===== src/rtl/filter_ewma_mc.sv =====
// Multi-channel, multi-stage EWMA filter sharing one multiplier across all sections.
// Each accepted sample set is processed one section per cycle, then dout is published with a single out_valid pulse.
module filter_ewma_mc #(
  parameter int DATA_BITS = 12,
  parameter int CHANNELS  = 4,
  parameter int STAGES    = 2
) (
  input  logic                          clk,
  input  logic                          rst,
  input  logic                          in_valid,
  output logic                          in_ready,
  input  logic [CHANNELS*DATA_BITS-1:0] din,
  input  logic [CHANNELS*9-1:0]         alpha,
  input  logic                          hp_mode,
  input  logic                          clr,
  output logic                          out_valid,
  output logic [CHANNELS*DATA_BITS-1:0] dout
);

  localparam int CH_W = (CHANNELS > 1) ? $clog2(CHANNELS) : 1;
  localparam int ST_W = (STAGES > 1) ? $clog2(STAGES) : 1;
  localparam int PW   = DATA_BITS + 10;

  localparam logic [CH_W-1:0] CH_LAST = CH_W'(CHANNELS - 1);
  localparam logic [ST_W-1:0] ST_LAST = ST_W'(STAGES - 1);
  localparam logic [CH_W-1:0] CH_ONE  = CH_W'(1);
  localparam logic [ST_W-1:0] ST_ONE  = ST_W'(1);
  localparam logic [CH_W-1:0] CH_ZERO = CH_W'(0);
  localparam logic [ST_W-1:0] ST_ZERO = ST_W'(0);

  typedef enum logic [1:0] {
    IDLE = 2'd0,
    CALC = 2'd1,
    DONE = 2'd2
  } state_t;

  // Clamp a one-bit-wider signed value into the DATA_BITS signed range.
  function automatic logic signed [DATA_BITS-1:0] sat_fn(input logic signed [DATA_BITS:0] v);
    logic signed [DATA_BITS-1:0] r;
    if (v[DATA_BITS] != v[DATA_BITS-1]) begin
      if (v[DATA_BITS]) begin
        r = {1'b1, {(DATA_BITS-1){1'b0}}};
      end else begin
        r = {1'b0, {(DATA_BITS-1){1'b1}}};
      end
    end else begin
      r = v[DATA_BITS-1:0];
    end
    return r;
  endfunction

  state_t                         state_r;
  logic [CH_W-1:0]                ch_r;
  logic [ST_W-1:0]                stg_r;
  logic [CHANNELS*DATA_BITS-1:0]  din_r;
  logic [CHANNELS*9-1:0]          alpha_r;
  logic                           hp_r;
  logic                           in_ready_r;
  logic                           out_valid_r;
  logic signed [DATA_BITS-1:0]    st_r   [CHANNELS][STAGES];
  logic signed [DATA_BITS-1:0]    dout_r [CHANNELS];

  logic signed [DATA_BITS-1:0]    din_ch_s   [CHANNELS];
  logic [8:0]                     alpha_ch_s [CHANNELS];
  logic [ST_W-1:0]                prev_s;
  logic signed [DATA_BITS-1:0]    x_s;
  logic signed [DATA_BITS-1:0]    cur_s;
  logic [8:0]                     a_s;
  logic signed [DATA_BITS:0]      d_s;
  logic signed [PW-1:0]           d_ext_s;
  logic signed [PW-1:0]           a_ext_s;
  logic signed [PW-1:0]           prod_s;
  logic signed [DATA_BITS-1:0]    p_s;
  logic signed [DATA_BITS-1:0]    new_st_s;
  logic signed [DATA_BITS:0]      hp_s;
  logic signed [DATA_BITS-1:0]    out_s;

  // Unpack the latched sample set into per-channel views.
  always_comb begin
    for (int c = 0; c < CHANNELS; c++) begin
      din_ch_s[c]   = din_r[c*DATA_BITS +: DATA_BITS];
      alpha_ch_s[c] = alpha_r[c*9 +: 9];
    end
  end

  // Single shared section datapath for the section addressed by ch_r/stg_r.
  always_comb begin
    if (stg_r == ST_ZERO) begin
      prev_s = ST_ZERO;
    end else begin
      prev_s = stg_r - ST_ONE;
    end
    cur_s = st_r[ch_r][stg_r];
    if (stg_r == ST_ZERO) begin
      x_s = din_ch_s[ch_r];
    end else begin
      x_s = st_r[ch_r][prev_s];
    end
    // Any alpha at or above 256 means unity gain, so the section jumps straight to x.
    if (alpha_ch_s[ch_r][8]) begin
      a_s = 9'd256;
    end else begin
      a_s = alpha_ch_s[ch_r];
    end
    d_s      = {x_s[DATA_BITS-1], x_s} - {cur_s[DATA_BITS-1], cur_s};
    d_ext_s  = {{(PW-DATA_BITS-1){d_s[DATA_BITS]}}, d_s};
    a_ext_s  = {{(PW-9){1'b0}}, a_s};
    prod_s   = d_ext_s * a_ext_s;
    // The step lies between 0 and d, so the truncated sum cannot wrap.
    p_s      = DATA_BITS'(prod_s >>> 4'd8);
    new_st_s = cur_s + p_s;
    hp_s     = {din_ch_s[ch_r][DATA_BITS-1], din_ch_s[ch_r]} - {new_st_s[DATA_BITS-1], new_st_s};
    if (hp_r) begin
      out_s = sat_fn(hp_s);
    end else begin
      out_s = new_st_s;
    end
  end

  // Control FSM, input latches, filter state and registered outputs.
  always_ff @(posedge clk or posedge rst) begin
    if (rst) begin
      state_r     <= IDLE;
      ch_r        <= CH_ZERO;
      stg_r       <= ST_ZERO;
      din_r       <= '0;
      alpha_r     <= '0;
      hp_r        <= 1'b0;
      in_ready_r  <= 1'b1;
      out_valid_r <= 1'b0;
      for (int c = 0; c < CHANNELS; c++) begin
        dout_r[c] <= '0;
        for (int s = 0; s < STAGES; s++) begin
          st_r[c][s] <= '0;
        end
      end
    end else begin
      out_valid_r <= 1'b0;
      case (state_r)
        IDLE: begin
          if (in_valid) begin
            din_r      <= din;
            alpha_r    <= alpha;
            hp_r       <= hp_mode;
            ch_r       <= CH_ZERO;
            stg_r      <= ST_ZERO;
            in_ready_r <= 1'b0;
            state_r    <= CALC;
            if (clr) begin
              for (int c = 0; c < CHANNELS; c++) begin
                for (int s = 0; s < STAGES; s++) begin
                  st_r[c][s] <= '0;
                end
              end
            end
          end
        end
        CALC: begin
          st_r[ch_r][stg_r] <= new_st_s;
          if (stg_r == ST_LAST) begin
            dout_r[ch_r] <= out_s;
            stg_r        <= ST_ZERO;
            if (ch_r == CH_LAST) begin
              ch_r        <= CH_ZERO;
              out_valid_r <= 1'b1;
              state_r     <= DONE;
            end else begin
              ch_r <= ch_r + CH_ONE;
            end
          end else begin
            stg_r <= stg_r + ST_ONE;
          end
        end
        DONE: begin
          in_ready_r <= 1'b1;
          state_r    <= IDLE;
        end
        default: begin
          in_ready_r <= 1'b1;
          state_r    <= IDLE;
        end
      endcase
    end
  end

  // Pack per-channel results onto the output bus.
  always_comb begin
    for (int c = 0; c < CHANNELS; c++) begin
      dout[c*DATA_BITS +: DATA_BITS] = dout_r[c];
    end
  end

  assign in_ready  = in_ready_r;
  assign out_valid = out_valid_r;

endmodule


===== config.mk =====
export PLATFORM = sky130hd
export DESIGN_NAME = filter_ewma_mc
export DESIGN_NICKNAME = d
export VERILOG_FILES = /design/src/rtl/filter_ewma_mc.sv
export SDC_FILE = /design/constraint.sdc
export NUM_CORES = 1
export LEC_CHECK = 0
export BUFFER_PORTS_ARGS = -buffer_cell sky130_fd_sc_hd__buf_4
export CORE_ASPECT_RATIO = 1.5
export CORE_UTILIZATION = 55
export CTS_BUF_LIST = sky130_fd_sc_hd__clkbuf_16
export DETAILED_ROUTE_END_ITERATION = 8
export HOLD_SLACK_MARGIN = 0.03
export PLACE_DENSITY_LB_ADDON = 0.25
export SLEW_MARGIN = 20
export SYNTH_ARGS = -nofsm -noshare
export SYNTH_HDL_FRONTEND = slang
export SYNTH_SLANG_ARGS = --single-unit

===== constraint.sdc =====
create_clock -name clk -period 19.09 [get_ports clk]
set_input_delay 0 -clock clk [delete_from_list [all_inputs] [get_ports clk]]
set_output_delay 0 -clock clk [all_outputs]
set_load 0.005 [all_outputs]

# == Yosys cells after proc, flatten, opt, wreduce, memory -nomap -nowiden ==
# Index checks and enable logic that the tools add are counted.
# Widths: inputs -> output; s select.
# classes
addsub,6
multipliers,1
order_cmp,5
n_eq_ne,7
n_mux,47
bitwise_logic,4
reduce_logical,11
# op_table
cell,n
$mux 96,2
$pmux 96 s2,1
$mux 12,14
$bwmux 96,1
$mux 24,3
$bmux 24 s2,1
$bwmux 48,1
$demux 24 s2,1
$mux 9,3
$sub 12x12->13,2
$bmux 12 s2,1
$demux 12 s2,1
$mul 13x10->20,1
$bmux 9 s2,1
$add 12x12->12,1
$demux 12 s1,1
$mux 2,6
$reduce_and 3->1,3
$ne 2x2->1 const B,4
$pmux 2 s2,2
$reduce_and 2->1,4
$mux 1,6
$ge 2x2->1 const B,2
$not 1->2,2
15 further kinds,17
# totals
register_bits,236
input_bits,89
out_inout_bits,50
elab_cells,101

# == Logic depth before layout (Yosys ltp) ==
# logic_depth
ltp_word,16
depth_mapped,53

# == Worst setup path before layout ==
# Ideal clock, no wire load.
# synth_timing
path_type,flip-flop to flip-flop
start,reg ch_r[0]
end,reg dout_r (netlist bit dout[45])
setup_ps,141
arrival_time_ps,12196
slack_ps,6752
path_stages_with_launch,53
n_path_buf,5
period_less_slack_ps,12338
cell_sequence,dfrtp_1 -> buf_4 -> buf_1 -> buf_1 -> buf_1 -> mux4_2 -> mux2i_1 -> ha_1 -> nor2b_1 -> o31a_1 -> o21ai_0 -> nand2_1 -> or2_2 -> a21oi_1 -> xnor2_1 -> nand2_1 -> fa_1 -> inv_1 -> (+17 left out) -> ha_1 -> o21ai_0 -> nor2_1 -> a21oi_1 -> clkinv_1 -> ha_1 -> o21ai_0 -> a21oi_1 -> o21ai_0 -> a32oi_1 -> o22a_1 -> o31ai_2 -> and2_1 -> o2bb2ai_1 -> and2_0 -> clkbuf_1 -> a2111oi_2 -> o21ai_0
# synth_via
elab_chain_len,16
# synth_rtl
element,line,text
from (decl),53,logic [CH_W-1:0] ch_r;
from (signal assigned),168,ch_r <= ch_r + CH_ONE;
$not 2->3 (implied by the code) *,n/a,
$bmux 24 s2,"93, 97",
$mux 24 (implied by the code) (2 in a row),"93, 97",
$mux 12 (implied by the code) (3 in a row),97,x_s = st_r[ch_r][prev_s];
$mux 12,94,if (stg_r == ST_ZERO) begin
$sub 12x12->13,105,"d_s = {x_s[DATA_BITS-1], x_s} - {cur_s[DATA_BITS-1], cur_s};"
$mul 13x10->20,108,prod_s = d_ext_s * a_ext_s;
$add 12x12->12,111,new_st_s = cur_s + p_s;
$sub 12x12->13,112,"hp_s = {din_ch_s[ch_r][DATA_BITS-1], din_ch_s[ch_r]} - {new_st_s[DATA_BITS-1], new_st_s};"
$mux 12 / $ne 1x1->1 (equally long branches),"41, 40",
$mux 12,40,if (v[DATA_BITS] != v[DATA_BITS-1]) begin
$mux 12,113,if (hp_r) begin
$bwmux 48 *,161,dout_r[ch_r] <= out_s;
"to (signal, indexed assignment)",161,
to (decl),61,logic signed [DATA_BITS-1:0] dout_r [CHANNELS];
# Every way passes the cells marked *; elsewhere a longest branch is shown, timed or not. The select of a mux whose other input is x is not followed.
# A chain may end at the register's enable or synchronous reset.

# == Final worst setup path ==
# Same ends and word-level chain as after synthesis.

==> metrics <==
outcome=completed; GPL Wtd Cong=about 0.91; share of the synthesized area in the top cell type=between 30% and 40%; gr usage total=between 30% and 40%; die span in x=140 um; vias in the first global route=between 10000 and 15000; Max-Cap Viols=0; flop-to-flop setup slack=roughly 6 ns; Post-synth top cells=235 x dfrtp_1, 224 x nand2_1, 142 x inv_1; Post-synth ARST share=100%; Setup Viol. Count Final=0; post-CTS sizing=0; Synth-to-Final Area Change=18.5%; Worst Max-Slew Pin Slew=1.22 ns; syn nets=approximately 1800; Most used DFF post-synth=dfrtp_1; unrepaired setup endpoints after global routing=false; Post-Synthesis Cells=1527; synth warn=0; Clock Skew=around 0.014 ns; most common cell in the netlist=dfrtp_1; Setup crit start kind=flip-flop; CTS Root Cell=clkbuf_16; synthesized area per cell=10.3 um^2; Data required, critical path=about 20 ns; post-place setup slack=a little over 6 ns; headroom to the max-slew limit=a little under a fifth; fmax=~76 MHz; final hold violations=0; worst setup path end=dout[45]; dpl hpwl=slightly above 30 mm; max-slew violation count=0; Post-CTS Setup Bufs=0; Yosys reg bits=approximately 240; DRC=0; first-pass GRT wire length=slightly above 70 mm; CP endpoint kind=flip-flop; Critical Path Slowest Stage Cell=buf_4; Hold Path Class=input port to asynchronous set/reset pin; EDFF count, synth=0; r2r endpoint=dout[45]; Via density=~6; reg2reg path depth=45; worst setup margin=5.97 ns; Row Count=between 70 and 80; Vias=around 12000; H-Tree Level Count=1; fraction of layout cells with a size suffix above 1=a little under 20%; Die Y=around 210 um; DR WL/cell=roughly 21 um; CP peak stage delay=~0.7 ns; worst r2r src=ch_r[0]; total gr overflow=0; input/output buffers=around 140; clk_lat worst skew=about 0.54 ns; Synth Area in XOR/XNOR=about 2.6%; main combinational cell family by area after synthesis=adder cells; synthesized area=around 16000 um^2; Routed Wire Length=~44 mm; initial antenna violation count=0; clock transition at the registers of the reported paths=around 0.07 ns; die area=about 29000 um^2; antenna violation net count after detailed routing=0; Initial Utilization=56.2%; 1st-pass router iterations=6; Worst Path Arrival=13.51 ns; critical setup path kind=flip-flop to flip-flop; core area=28100 um^2; Diodes inserted=0; Clock Sinks=236; Synth Area in Compound Gates=approximately 11%; cell mode on critical path=inv_1; Layout Nets=1981; Min Clock Period, post-route=about 13 ns; Post-CTS Hold Buffers=87; TritonCTS clock tree=done; DR iter-0 viols=between 800 and 900; multiplexer share of the synthesized area=between 10% and 20%; Synth area leaders=dfrtp_1 37%, fa_1 12%, mux2_2 7.1%; Synth cell types=74; Yosys top cell by area=dfrtp_1; adder-cell share of the synthesized area=around 18%; setup_tns=0 ns; final worst-path cycle share=between 60% and 70%; largest net degree at the start of global routing=96; CTS Buffer Depth=3; I/O Pins=139; simple-gate portion of the synthesized area=11.7%; total CTS buffers=24; CP max FO=40; sequential cell area fraction in the yosys report=a little under two fifths; CP Launch Point=ch_r[0]
## worst max-delay path: cells and delay by family, from the launching register on
| kind | cells | cell delay, ns |
|---|---|---|
| adders and majority gates | 9 | 4.08 |
| xor gates and xnor gates | 3 | 0.99 |
| DFF | 1 | 0.58 |
| buffers and inverters | 8 | 1.32 |
| and+or+nand+nor | 13 | 2.64 |
| muxes | 2 | 1.00 |
| AOI/OAI and AO/OA | 10 | 2.34 |
## sequential cells by signal (all words and copies together) (netlist names)
signal,flops
in_ready,1
dout,48
hp_r,1
state_r,2
stg_r,1
ch_r,2
st_r,96
out_valid,1
alpha_r,36
din_r,48
## layout by cell type (no fill, tap or decap), types with 19 or more instances in the layout
cell,count
ha_1,78
inv_1,147
fa_1,91
nand2_1,223
a21oi_1,35
o21ai_0,133
dfrtp_1,233
nor2_1,89
mux2_2,99
clkbuf_16,24
mux2i_1,19
xnor2_1,33
dlygate4sd3_1,87
and2_1,21
buf_4,147
mux4_2,39
## worst min-delay path by stage
stage                     depth (start not counted)   endpoint  slack, ns    start
final                                             3   din_r[5]       0.11      rst
after floorplan                                   2       hp_r       0.12  hp_mode
after global routing                              3   din_r[5]       0.18      rst
after global placement                            2  din_r[30]       0.15      rst
after detailed placement                          2  din_r[30]       0.15      rst
after CTS                                         3   st_r[47]       0.15      rst
## cell families after synthesis
family,after synthesis
xor gates and xnor gates,46
buffers and inverters,213
muxes,161
AOI/OAI and AO/OA,282
adders and majority gates,170
and+or+nand+nor,419
DFF,236
## routing by layer
| layer | GRT usage, % | vias up | part of all wire, % |
|---|---|---|---|
| li1 | - | 5585 | - |
| met2 | 56.6 | 465 | 53 |
| met1 | 34.8 | 6238 | 35 |
| met5 | 0 | - | 0 |
| met3 | 4.04 | 175 | 5.1 |
| met4 | 21.5 | 0 | 7.5 |
## layout make-up
| cell class | count | area (um^2) |
|---|---|---|
| clock buffers | 24 | 601 |
| clock inverters | 20 | 129 |
| fillers | 2142 | 9380 |
| inverters | 148 | 563 |
| multi-input cells | 1078 | 9050 |
| flip-flops and latches | 236 | 5910 |
| well taps | 346 | 433 |
| repair buffers | 235 | 1990 |
## per-stage QoR
stage               cell area (um^2)  utilization [%]  instances  hold slack (ns)
CTS                            18700             66.5       2087            0.154
detailed placement             17100             60.8       1956            0.152
finish                         18700             66.6       2087            0.109
floorplan                      15800                -       1527            0.117
global placement               17100             60.8       1956            0.154
global route                   18700             66.6       2087            0.178
Power is left out: the tool's default activity adds up to more than one toggle a clock period on the data nets, which glitch-free logic cannot reach.
